--- config.mk ---
export PLATFORM = sky130hd
export DESIGN_NAME = cache_control
export DESIGN_NICKNAME = d
export VERILOG_FILES = /design/src/rtl/cache_types_pkg.sv /design/src/rtl/sat_counter.sv /design/src/rtl/cache_control.sv
export SDC_FILE = /design/constraint.sdc
export NUM_CORES = 1
export LEC_CHECK = 0
export CELL_PAD_IN_SITES_DETAIL_PLACEMENT = 1
export CELL_PAD_IN_SITES_GLOBAL_PLACEMENT = 1
export CORE_MARGIN = 2
export CORE_UTILIZATION = 40
export DETAILED_ROUTE_END_ITERATION = 6
export HOLD_SLACK_MARGIN = 0.1
export PLACE_DENSITY_LB_ADDON = 0.08
export SYNTH_ARGS = -nofsm -noshare
export SYNTH_HDL_FRONTEND = slang
export SYNTH_SLANG_ARGS = --single-unit
--- constraint.sdc ---
create_clock -name clk -period 3.4 [get_ports clk]
set_input_delay 0.34 -clock clk [delete_from_list [all_inputs] [get_ports clk]]
set_output_delay 0.34 -clock clk [all_outputs]
set_load 0.02 [all_outputs]
--- src/rtl/cache_types_pkg.sv ---
// Shared types and encodings for the 2-way set-associative cache controller.
// Contents:
//   state_t    : controller FSM states (IDLE, WRITEBACK, ALLOCATE)
//   ADDR_*     : encodings of the pmem address select driven to the datapath
//   DIN_*      : encodings of the array data-in select driven to the datapath
package cache_types;

  typedef enum logic [1:0] {
    ST_IDLE      = 2'b00,
    ST_WRITEBACK = 2'b01,
    ST_ALLOCATE  = 2'b10
  } state_t;

  // pmem address select
  localparam logic [1:0] ADDR_CPU = 2'b00;  // CPU line address (fill)
  localparam logic [1:0] ADDR_WB0 = 2'b01;  // {tag0, set} (writeback of way0)
  localparam logic [1:0] ADDR_WB1 = 2'b10;  // {tag1, set} (writeback of way1)

  // array data-in select
  localparam logic DIN_CPU  = 1'b0;  // CPU write merge, sets dirty
  localparam logic DIN_PMEM = 1'b1;  // line fill from pmem, clears dirty

endpackage

--- src/rtl/sat_counter.sv ---
// Saturating up-counter used for the cache performance counters.
// Ports:
//   clk   : clock
//   rst   : synchronous active-high clear
//   inc   : count one event this cycle
//   count : current value; holds at all-ones instead of wrapping
module sat_counter #(
  parameter int WIDTH = 32
) (
  input  logic             clk,
  input  logic             rst,
  input  logic             inc,
  output logic [WIDTH-1:0] count
);

  // Count events, clearing on reset and sticking at all-ones.
  always_ff @(posedge clk) begin
    if (rst) begin
      count <= {WIDTH{1'b0}};
    end else if (inc && (count != {WIDTH{1'b1}})) begin
      count <= count + {{(WIDTH-1){1'b0}}, 1'b1};
    end else begin
      count <= count;
    end
  end

endmodule

--- src/rtl/cache_control.sv ---
// Control FSM for a 2-way set-associative cache. Sits between the CPU memory
// port and physical memory and drives every datapath strobe combinationally.
// Ports:
//   clk, rst                      : clock, synchronous active-high reset
//   mem_read/mem_write/mem_resp   : CPU request handshake
//   pmem_read/pmem_write/pmem_resp: physical memory line transaction
//   hit0/hit1, dirty0/dirty1,
//   lru_out                       : datapath status for the indexed set
//   load_*0/1, load_lru           : datapath array write enables
//   addr_sel, datain_sel          : datapath muxes
//   hit_count/miss_count/wb_count : saturating performance counters
module cache_control
  import cache_types::*;
#(
  parameter int CNT_WIDTH = 32
) (
  input  logic                 clk,
  input  logic                 rst,
  input  logic                 mem_read,
  input  logic                 mem_write,
  output logic                 mem_resp,
  input  logic                 pmem_resp,
  output logic                 pmem_read,
  output logic                 pmem_write,
  input  logic                 hit0,
  input  logic                 hit1,
  input  logic                 dirty0,
  input  logic                 dirty1,
  input  logic                 lru_out,
  output logic                 load_valid0,
  output logic                 load_valid1,
  output logic                 load_dirty0,
  output logic                 load_dirty1,
  output logic                 load_tag0,
  output logic                 load_tag1,
  output logic                 load_data0,
  output logic                 load_data1,
  output logic                 load_lru,
  output logic [1:0]           addr_sel,
  output logic                 datain_sel,
  output logic [CNT_WIDTH-1:0] hit_count,
  output logic [CNT_WIDTH-1:0] miss_count,
  output logic [CNT_WIDTH-1:0] wb_count
);

  state_t r_state;
  logic   r_victim;  // way chosen for replacement, frozen for the whole miss
  logic   r_replay;  // set after a fill so the replayed hit is not counted

  logic w_req;
  logic w_hit;
  logic w_victim_dirty;
  logic w_hit_inc;
  logic w_miss_inc;
  logic w_wb_inc;

  assign w_req          = mem_read | mem_write;
  assign w_hit          = hit0 | hit1;
  assign w_victim_dirty = lru_out ? dirty1 : dirty0;

  // State, victim and replay flag sequencing.
  always_ff @(posedge clk) begin
    if (rst) begin
      r_state  <= ST_IDLE;
      r_victim <= 1'b0;
      r_replay <= 1'b0;
    end else begin
      case (r_state)
        ST_IDLE: begin
          if (w_req && w_hit) begin
            r_replay <= 1'b0;
          end else if (w_req) begin
            r_victim <= lru_out;
            r_state  <= w_victim_dirty ? ST_WRITEBACK : ST_ALLOCATE;
          end else begin
            r_state <= ST_IDLE;
          end
        end
        ST_WRITEBACK: begin
          if (pmem_resp) begin
            r_state <= ST_ALLOCATE;
          end else begin
            r_state <= ST_WRITEBACK;
          end
        end
        ST_ALLOCATE: begin
          if (pmem_resp) begin
            r_state  <= ST_IDLE;
            r_replay <= 1'b1;
          end else begin
            r_state <= ST_ALLOCATE;
          end
        end
        default: begin
          r_state <= ST_IDLE;
        end
      endcase
    end
  end

  // Datapath strobes and counter increments decoded from state and inputs.
  always_comb begin
    mem_resp    = 1'b0;
    pmem_read   = 1'b0;
    pmem_write  = 1'b0;
    load_valid0 = 1'b0;
    load_valid1 = 1'b0;
    load_dirty0 = 1'b0;
    load_dirty1 = 1'b0;
    load_tag0   = 1'b0;
    load_tag1   = 1'b0;
    load_data0  = 1'b0;
    load_data1  = 1'b0;
    load_lru    = 1'b0;
    addr_sel    = ADDR_CPU;
    datain_sel  = DIN_CPU;
    w_hit_inc   = 1'b0;
    w_miss_inc  = 1'b0;
    w_wb_inc    = 1'b0;
    case (r_state)
      ST_IDLE: begin
        if (w_req && w_hit) begin
          mem_resp  = 1'b1;
          load_lru  = 1'b1;
          w_hit_inc = ~r_replay;
          // A write wins over a simultaneous read; way0 wins a double hit.
          if (mem_write && hit0) begin
            load_data0 = 1'b1;
            load_dirty0 = 1'b1;
          end else if (mem_write) begin
            load_data1 = 1'b1;
            load_dirty1 = 1'b1;
          end else begin
            load_data0 = 1'b0;
          end
        end else if (w_req) begin
          w_miss_inc = 1'b1;
        end else begin
          w_miss_inc = 1'b0;
        end
      end
      ST_WRITEBACK: begin
        pmem_write = 1'b1;
        addr_sel   = r_victim ? ADDR_WB1 : ADDR_WB0;
        w_wb_inc   = pmem_resp;
      end
      ST_ALLOCATE: begin
        pmem_read = 1'b1;
        // The fill is never written while reset is being applied.
        if (pmem_resp && !rst) begin
          datain_sel  = DIN_PMEM;
          load_data0  = ~r_victim;
          load_tag0   = ~r_victim;
          load_valid0 = ~r_victim;
          load_dirty0 = ~r_victim;
          load_data1  = r_victim;
          load_tag1   = r_victim;
          load_valid1 = r_victim;
          load_dirty1 = r_victim;
        end else begin
          datain_sel = DIN_CPU;
        end
      end
      default: begin
        mem_resp = 1'b0;
      end
    endcase
  end

  sat_counter #(.WIDTH(CNT_WIDTH)) u_hit_cnt (
    .clk(clk), .rst(rst), .inc(w_hit_inc), .count(hit_count)
  );

  sat_counter #(.WIDTH(CNT_WIDTH)) u_miss_cnt (
    .clk(clk), .rst(rst), .inc(w_miss_inc), .count(miss_count)
  );

  sat_counter #(.WIDTH(CNT_WIDTH)) u_wb_cnt (
    .clk(clk), .rst(rst), .inc(w_wb_inc), .count(wb_count)
  );

endmodule

==> flow_metrics.tcl <==
set metrics [dict create \
    p_switching_mw 0.590 \
    synth_adder_area_share_pct 0.729 \
    ys_warn_count 0 \
    grt_pass1_wl_mm 25.7 \
    cts.sinks 100 \
    cp.required_ns 3.06 \
    synth_compound_area_share_pct 18.3 \
    slew_headroom_pct 51.2 \
    fin_crit_sh_pct 78.5 \
    gp_congestion 0.823 \
    yosysSeqAreaShare_pct 38.9 \
    synth_mux_area_share_pct 3.16 \
    p_int_mw 1.97 \
    ir_worst_vdd_v 0.000176 \
    cp_max_fo 8 \
    die_area_um2 13800 \
    layout-drive-gt1-share_pct 6.85 \
    grt_pass1_vias 5084 \
    synth_area_leaders "dfxtp_1, a21oi_1, or3_1" \
    start_kind "register" \
    r2r_setup_slack_ns 0.85 \
    fp.dieW_um 117 \
    die_h_um 117 \
    leakage_nw 2.11 \
    synth_edf_count 0 \
    finalHoldViolCount 0 \
    period_needed_ns 2.67 \
    hp-class "input port to register" \
    ant_nets 0 \
    status "completed" \
    pwr-share-comb_pct 6.9 \
    worst-r2r-cell-count 5 \
    yosysTopAreaCell "dfxtp_1" \
    end_kind "output port" \
    cts_buffer_depth 2 \
    cap_violations 0 \
    min_from "rst" \
    grt_max_degree 70 \
    synth_xor_xnor_area_share_pct 2.89 \
    diodes 0 \
    swShare_pct 23.1 \
    portBuffers 120 \
    cp_slowest_cell "clkdlybuf4s50_1" \
    place_inst 901 \
    htreeDepth 3 \
    power.share.clock_pct 46.3 \
    max_freq_ghz 0.375 \
    initial_core_util_pct 40.8 \
    cts_hold_buffers 0 \
    antenna_found_initial 0 \
    worstPathArrival_ns 2.33 \
    setup_viol 0 \
    via_per_inst 5.73 \
    synthSimpleGateAreaFrac_pct 31.9 \
    post_cts_buffers 0 \
    worstMarginPinSlew_ns 0.731 \
    gr-total-overflow 0 \
    ys.flop_type "dfxtp_1" \
    clk_pin_slew_ns 0.07 \
    area_growth_pct 32.5 \
    final.setup.tns_ns 0 \
    cts_tree "yes" \
    wirelength_mm 15.7 \
    synth_async_sr_flop_share_pct 0 \
    critical_path_class "register to output port" \
    holdPathEnd "u_wb_cnt.count[23]$_SDFFE_PP0P_" \
    yosysTopAreaCellShare_pct 38.9 \
    synth_top_family_by_area "simple AND/OR/NAND/NOR gates" \
    row_count 41 \
    nets 753 \
    rsz0062_at_grt "no" \
    whs_path_depth 3 \
    clkLatencyLatePin_ns 0.35 \
    wl_per_cell_um 17.1 \
    r2r-start "u_hit_cnt.count[10]$_SDFFE_PP0P_" \
    cts_resized 0 \
    grt_util_all_layers_pct 22.4 \
    powerDensity_nw_per_um2 375 \
    ys_types 60 \
    synthCells 630 \
    hpwl_mm 11.2 \
    final_max_slew_viol_count 0 \
    drcViolationCount 0 \
    io_pins 121 \
    reg2reg_to "u_hit_cnt.count[3]$_SDFFE_PP0P_" \
    via_count 5255 \
    core-area_um2 12600 \
    avgSynthCellArea_um2 8.18 \
    clock_skew_ns 0.00551 \
    cts_root_buf "clkbuf_16" \
    syn_nets 643 \
    fin_cells 917 \
    hold_ws_ns 0.436 \
    ys_seq_elements 100 \
    cp_cell_sequence "nor2_1 > nand2_1 > nor2_1 > a31o_2 > clkdlybuf4s50_1" \
    critPathMaxStageDelay_ns 0.60 \
    seqPwrFrac_pct 46.7 \
    synth_area_um2 5150 \
    first_iter_violations 230 \
    crit_top_cell "nor2_1" \
    first_pass_iters 4 \
    cts_buffers 9 \
]
cell type report:
type | instances | area, um2
inverter | 18 | 67.6
fill | 1546 | 5790
sequential | 100 | 2000
clock inverter | 5 | 100
tap | 172 | 215
timing repair buffer | 129 | 1270
multi-input combinational | 482 | 2940
clock buffer | 11 | 233
sequential cells by signal, summed over array words and instances, names as in the netlist:
register,cells
r_victim,1
r_state,2
r_replay,1
u_wb_cnt.count,32
u_miss_cnt.count,32
u_hit_cnt.count,32
cell usage after synthesis (5+ instances only):
| library cell | number |
|---|---|
| dfxtp_1 | 100 |
| a21oi_1 | 64 |
| nor2_1 | 57 |
| nand2_1 | 39 |
| nand3_1 | 38 |
| or3_1 | 37 |
| o21ai_0 | 35 |
| or4_1 | 27 |
| nand4_1 | 26 |
| o31ai_1 | 23 |
| clkbuf_1 | 18 |
| inv_1 | 18 |
| nor2b_1 | 13 |
| nor3_1 | 13 |
| xnor2_1 | 12 |
| mux2_2 | 10 |
| and4_1 | 8 |
| and3_1 | 7 |
| buf_2 | 6 |
| buf_4 | 5 |
| mux2i_1 | 5 |
| nor4_1 | 5 |
| xor2_1 | 5 |
routing by layer:
layer / GRT usage, % / vias up / share of wire [%]
met4: 7.00 / 0 / 1.3
li1: - / 2570 / -
met2: 37.0 / 117 / 48
met5: 0 / - / 0
met1: 29.8 / 2556 / 46
met3: 3.92 / 12 / 5.3
power by group through the flow:
stage          Combinational [mW]  Sequential (mW)  Clock, mW
6_report                    0.177             1.20       1.18
5_1_grt                     0.192             1.20       1.25
4_1_cts                     0.178             1.20       1.20
3_5_place_dp                0.177             1.22          0
3_3_place_gp                0.172             1.22          0
2_1_floorplan              0.0976             1.23          0
per-stage QoR:
| step | cell area [um2] | power [mW] | worst slack, ns | util (%) |
|---|---|---|---|---|
| floorplan | 5150 | 1.32 | 1.04 | - |
| global placement | 6490 | 1.39 | 0.702 | 51.4 |
| detailed placement | 6490 | 1.40 | 0.621 | 51.4 |
| CTS | 6830 | 2.57 | 0.737 | 54.1 |
| global route | 6830 | 2.64 | 0.587 | 54.1 |
| finish | 6830 | 2.56 | 0.731 | 54.1 |
worst max-delay path: cells and delay by family (launching register included):
kind                   cells  cell delay [ns]
buffers and inverters      1             0.60
AO/OA/AOI/OAI              1             0.22
AND/OR/NAND/NOR            3             0.79
flip-flops                 1             0.37
cell usage in the layout, fill, tap and decap left out, drive strengths merged, types with 24 or more instances in the layout:
cell type      count
a21oi             64
clkdlybuf4s50    119
dfxtp            100
nand2             39
nand3             38
nand4             27
nor2              57
o21ai             36
o31ai             24
or3               38
or4               29
worst max path at each step:
stage | start | endpoint | slack, ns | cells after the start
2_1_floorplan | u_miss_cnt.count[0]$_SDFFE_PP0P_ | u_miss_cnt.count[22]$_SDFFE_PP0P_ | 1.04 | 7
3_3_place_gp | hit0 | u_miss_cnt.count[31]$_SDFFE_PP0P_ | 0.70 | 6
3_5_place_dp | mem_write | u_hit_cnt.count[31]$_SDFFE_PP0P_ | 0.62 | 6
4_1_cts | r_state[1]$_SDFFE_PP0N_ | load_dirty1 | 0.74 | 5
5_1_grt | r_state[0]$_SDFFE_PP0N_ | load_data1 | 0.59 | 5
6_report | r_state[1]$_SDFFE_PP0N_ | load_dirty1 | 0.73 | 5
kinds of logic (layout without fill, tap and decap cells):
group / after synthesis / count (layout)
xor+xnor: 17 / 17
simple gates: 294 / 294
compound gates: 153 / 153
flops: 100 / 100
fa+ha+maj: 3 / 3
buf+inv: 48 / 163
mux: 15 / 15
Power figures use the tool's default switching activity.
